<file path="src/rtl/serial_adder_controller.sv">
// rtl/serial_adder_controller.sv - bit-serial adder around a single full_adder, LSB first
// Optional SERIAL_ADDER_OVERFLOW_EN adds a registered two's-complement overflow output.

module full_adder (
  input  logic a,
  input  logic b,
  input  logic cin,
  output logic s,
  output logic cout
);
  assign s    = a ^ b ^ cin;
  assign cout = (a & b) | (cin & (a ^ b));
endmodule

module serial_adder_controller #(
  parameter int WIDTH = 16
) (
  input  logic             clock,
  input  logic             reset,
  input  logic             start,
  input  logic [WIDTH-1:0] operand_1,
  input  logic [WIDTH-1:0] operand_2,
  input  logic             carry_in,
  output logic             ready,
  output logic             done,
  output logic [WIDTH-1:0] sum,
  output logic             carry_out
`ifdef SERIAL_ADDER_OVERFLOW_EN
  ,
  output logic             overflow
`endif
);
  localparam int CW = $clog2(WIDTH + 1);

  typedef enum logic [1:0] {IDLE, RUN, DONE} state_t;

  state_t           state_q, state_d;
  logic             ready_q, ready_d;
  logic             done_q, done_d;
  logic [WIDTH-1:0] op1_q, op1_d;
  logic [WIDTH-1:0] op2_q, op2_d;
  logic [WIDTH-1:0] sum_q, sum_d;
  logic             c_q, c_d;
  logic             carry_out_q, carry_out_d;
  logic [CW-1:0]    cnt_q, cnt_d;
`ifdef SERIAL_ADDER_OVERFLOW_EN
  logic             ovf_q, ovf_d;
`endif

  logic fa_s, fa_co;
  logic last_bit;

  full_adder u_fa (
    .a    (op1_q[0]),
    .b    (op2_q[0]),
    .cin  (c_q),
    .s    (fa_s),
    .cout (fa_co)
  );

  assign last_bit = (cnt_q == CW'(WIDTH - 1));

  always_comb begin
    state_d     = state_q;
    op1_d       = op1_q;
    op2_d       = op2_q;
    sum_d       = sum_q;
    c_d         = c_q;
    carry_out_d = carry_out_q;
    cnt_d       = cnt_q;
`ifdef SERIAL_ADDER_OVERFLOW_EN
    ovf_d       = ovf_q;
`endif
    case (state_q)
      IDLE: begin
        if (start) begin
          op1_d   = operand_1;
          op2_d   = operand_2;
          c_d     = carry_in;
          cnt_d   = '0;
          state_d = RUN;
        end
      end
      RUN: begin
        // New sum bit enters at the MSB so that after WIDTH shifts bit 0 sits at the LSB.
        sum_d = (sum_q >> 1) | (WIDTH'(fa_s) << (WIDTH - 1));
        op1_d = op1_q >> 1;
        op2_d = op2_q >> 1;
        c_d   = fa_co;
        cnt_d = cnt_q + CW'(1);
        if (last_bit) begin
          carry_out_d = fa_co;
`ifdef SERIAL_ADDER_OVERFLOW_EN
          ovf_d       = c_q ^ fa_co;
`endif
          state_d     = DONE;
        end
      end
      DONE:    state_d = IDLE;
      default: state_d = IDLE;
    endcase
    ready_d = (state_d == IDLE);
    done_d  = (state_d == DONE);
  end

  always_ff @(posedge clock) begin
    if (reset) begin
      state_q     <= IDLE;
      ready_q     <= 1'b1;
      done_q      <= 1'b0;
      op1_q       <= '0;
      op2_q       <= '0;
      sum_q       <= '0;
      c_q         <= 1'b0;
      carry_out_q <= 1'b0;
      cnt_q       <= '0;
`ifdef SERIAL_ADDER_OVERFLOW_EN
      ovf_q       <= 1'b0;
`endif
    end else begin
      state_q     <= state_d;
      ready_q     <= ready_d;
      done_q      <= done_d;
      op1_q       <= op1_d;
      op2_q       <= op2_d;
      sum_q       <= sum_d;
      c_q         <= c_d;
      carry_out_q <= carry_out_d;
      cnt_q       <= cnt_d;
`ifdef SERIAL_ADDER_OVERFLOW_EN
      ovf_q       <= ovf_d;
`endif
    end
  end

  assign ready     = ready_q;
  assign done      = done_q;
  assign sum       = sum_q;
  assign carry_out = carry_out_q;
`ifdef SERIAL_ADDER_OVERFLOW_EN
  assign overflow  = ovf_q;
`endif

endmodule

</file>
<file path="config.mk">
export PLATFORM = sky130hd
export DESIGN_NAME = serial_adder_controller
export DESIGN_NICKNAME = d
export VERILOG_FILES = /design/src/rtl/serial_adder_controller.sv
export SDC_FILE = /design/constraint.sdc
export NUM_CORES = 1
export LEC_CHECK = 0
export CAP_MARGIN = 25
export CORE_MARGIN = 8
export CORE_UTILIZATION = 53
export DETAILED_ROUTE_END_ITERATION = 8
export HOLD_SLACK_MARGIN = 0.02
export PLACE_DENSITY = 0.84
export RECOVER_POWER = 25
export SETUP_SLACK_MARGIN = 0.05
export SLEW_MARGIN = 30
export SYNTH_ARGS = -nofsm -noshare
export SYNTH_HDL_FRONTEND = slang
export SYNTH_SLANG_ARGS = --single-unit
</file>
<file path="constraint.sdc">
create_clock -name clock -period 2.1 [get_ports clock]
set_input_delay 0.63 -clock clock [delete_from_list [all_inputs] [get_ports clock]]
set_output_delay 0.63 -clock clock [all_outputs]
set_load 0.005 [all_outputs]
</file>
Word-level counts from Yosys, hierarchy flattened
Cells that the tools add are included.

word-level totals
  output and inout port bits = 19
  input bits = 36
  register bits = 59

operators by class
  $add $sub $neg = 1
  equal/unequal tests = 4
  reductions and logical operators = 5
  bitwise logic cells = 6
  muxes and demuxes = 11

operators by type and width
  operator               number
  $pmux W16 S2           2
  $mux W16               2
  $or A15 B16 Y16        1
  $pmux W5 S2            1
  $add A5 B1 Y5 const B  1
  $eq A5 B4 Y1 const B   1
  $mux W5                1
  $logic_not A2 Y1       2
  $mux W2                2
  $pmux W2 S2            1
  $reduce_and A2 Y1      2
  $and A1 B1 Y1          2
  $eq A2 B1 Y1 const B   1
  $eq A2 B2 Y1 const B   1
  $ne A2 B2 Y1 const B   1
  $pmux W1 S2            1
  $reduce_bool A2 Y1     1
  $xor A1 B1 Y1          2
  $mux W1                1
  $or A1 B1 Y1           1

Logic depth before layout (Yosys ltp)
  depth in word-level cells = 4
  depth in mapped cells = 6

Hierarchy
A second synthesis with hierarchy kept.

unflattened totals
  cell total of the unflattened synthesis = 263
  area, all modules = 2339.7 µm²

by module, submodules not included
  module                   cells an instance  instances  area each (µm²)
  serial_adder_controller  262                1          2319.7
  full_adder               1                  1          20.0

Worst setup path before layout
OpenSTA, ideal clock, no wires.

  path type = input -> register
  start point = in start
  end point = reg op1_q[11]
  stages = 4
  data arrival time = 1245 ps
  path slack = 718 ps
  setup time = 137 ps
  path buffers = 1
  cells stage by stage = or2b_1 > buf_2 > o22ai_1 > a211oi_2

on the way
  longest elaborated chain between the ends = 2

RTL lines
  element                             RTL line  source
  start: declaration                  20        input logic start,
  $ne A2 B2 Y1 (no source line)       --
  $reduce_and A2 Y1 (no source line)  --
  end signal: assignment              124       op1_q <= op1_d;
  end: declaration                    40        logic [WIDTH-1:0] op1_q, op1_d;

Every way passes these cells.
A chain may end at the register's enable or synchronous reset.

Worst setup path after layout
  start point = reg sum_q[15] (netlist: sum[15])
  end point = out sum[15]

RTL lines
  element                   RTL line  source
  start: declaration        42        logic [WIDTH-1:0] sum_q, sum_d;
  start signal: assignment  126       sum_q <= sum_d;
  end: declaration          26        output logic [WIDTH-1:0] sum,

No word-level cell between the ends.

==> results.yml <==
route:
  drtIter0Drc: 187
  ant_nets: 0
  drt-total-wl_um: 5500
  dr_total_vias: 2095
  drc: 0
  wl_per_cell_um: 14.9
  viasPerCell: 5.69
  first_pass_iters: 4
synthesis:
  yosysMostFrequentCell: "dfxtp_1"
  synth_xor_area_frac: 0
  synth_commonest_cells: "dfxtp_1, nor2_1, nand2_1, o22ai_1, a211oi_1"
  yosysWarnings: 0
  synth_fa_ha_area_frac: 0.0193
  synth_area_leaders: "dfxtp_1, a211oi_1, o22ai_1"
  synth_nets: 302
  yosysTopAreaCell: "dfxtp_1"
  yosys.area_share.simple: 0.150
  synth_ff_type: "dfxtp_1"
  synth_seq_cells: 59
  synth_compound_area_frac: 0.255
  ys_seq_area_frac: 0.505
  postSynthAreaPerCell_um2: 8.90
  syn_inst: 263
  async_reset_ff_frac: 0
  synth_mux_area_frac: 0.00428
  synth_top_area_share: 0.505
  synth_cell_type_count: 32
  synth_edf_count: 0
  synth_top_family_by_area: "compound AO/OA/AOI/OAI gates"
  synth_area_um2: 2340
timing:
  period_share: 0.883
  finClkSkew_ns: 0.00691
  clock.fmax_mhz: 539
  hold_viol_final: 0
  slew_violations: 0
  period_needed_ns: 1.85
  relSlewSlack: 0.369
  setup_viol: 0
  grt_setup_unrepaired: "false"
  setup-tns-final_ns: 0
  worst_pin_slew_ns: 0.946
clocking:
  cts_tree: "yes"
  ctsHoldBuffers: 0
  clockBufferDepth: 2
  cts.sinks: 59
  htree_levels: 3
  clk_latency_ns: 0.33
  path_clk_slew_ns: 0.07
  cts_buffers: 9
  post_cts_buffers: 0
  cts.repair.resized: 0
  clockRootBuffer: "clkbuf_8"
setup_path:
  path_max_fanout: 3
  start_kind: "flip-flop"
  path_cells: "clkdlybuf4s50_1"
  crit_type: "flip-flop to output pin"
  end_kind: "output pin"
  cp_top_family: "buffers and inverters"
  worstPathRequired_ns: 1.47
  crit_buf_inv: 1
  cp_slowest_stage_delay_ns: 0.52
  worstPathArrival_ns: 1.22
  cp_slowest_cell: "clkdlybuf4s50_1"
floorplanning:
  die_area_um2: 6800
  dieHeight_um: 82.4
  rows: 24
  fp.dieW_um: 82.4
  pin_count: 55
  core_area_um2: 4290
  start_util: 0.545
grt:
  grt_pass1_wl_um: 9200
  grt_overflow: 0
  grt_max_degree: 32
  track_usage: 0.176
  grt_pass1_vias: 2074
  antenna_found_initial: 0
power_and_ir_drop:
  vdd.ir_drop.worst_mv: 0.489
  finalPower_uw: 2360
  p_leak_uw: 0.00111
  p_per_area_nw_per_um2: 778
placement:
  gp_congestion: 0.741
  place_area_um2: 2890
  dp_cells: 352
  io_buffers: 54
  place_hpwl_um: 3690
status:
  outcome: "finished clean"
hold_path:
  min_path_type: "flip-flop to flip-flop"
finish:
  fin_cells: 368
  nets: 350
  drive_above_1_share: 0.0759
  final_area_um2: 3040
  diodes: 0
  synthToLayoutAreaGrowth_pct: 29.9
run:
  max-cap-violations: 0
-- final timing paths --
| kind | from | end | slack, ns | cells past startpoint |
|---|---|---|---|---|
| max | sum[15] | sum[15] | 0.25 | 1 |
| min | sum[0] | sum[0] | 0.45 | 2 |
| min reg2reg | sum[0] | sum[0] | 0.45 | 2 |
| max reg2reg | state_q[0] | sum[5] | 0.27 | 4 |
-- state kept, by name, summed over array words and instances, names as in the netlist --
| name | count |
|---|---|
| c_q | 1 |
| carry_out | 1 |
| cnt_q | 5 |
| done | 1 |
| op1_q | 16 |
| op2_q | 16 |
| ready | 1 |
| state_q | 2 |
| sum | 16 |
-- routing by layer --
layer,part of all wire,vias to the layer above,track usage
li1,-,1037,-
met2,0.48,62,0.285
met3,0.053,10,0.0390
met1,0.44,986,0.206
met4,0.022,0,0.112
met5,0,-,0
-- metrics by stage --
step	util	worst slack, ns	hold slack [ns]
2_1_floorplan	-	0.718	0.453
5_1_grt	0.708	0.0859	0.491
4_1_cts	0.709	0.236	0.457
3_5_place_dp	0.672	0.0558	0.449
6_report	0.708	0.246	0.454
3_3_place_gp	0.672	0.104	0.444
-- final cells by class --
class / count / area, um2
clock inverters: 6 / 32.5
flip-flops and latches: 59 / 1180
multi-input cells: 177 / 1000
repair buffers: 61 / 618
clock buffers: 10 / 128
well taps: 52 / 65.1
inverters: 3 / 11.3
fillers: 361 / 1250
-- kinds of logic after synthesis --
kind of cell,count (synthesis)
compound gates,89
simple gates,84
flops,59
buf+inv,27
fa+ha+maj,3
mux,1
-- report_power, final --
group          internal (uW)  switching (uW)  total [uW]  leakage [uW]
Sequential              1180            40.7        1220      0.000485
Clock                    416             428         844     0.0000856
Combinational            155             140         295      0.000541
-- cell usage in the layout, fill, tap and decap left out, types with 5 or more instances in the layout --
cell,count
clkbuf_8,9
clkinv_2,5
nand2_1,34
nor2_1,38
a21oi_1,19
a211oi_1,29
o22ai_1,31
clkdlybuf4s50_1,52
dfxtp_1,59
(Power assumes the default switching activity.)
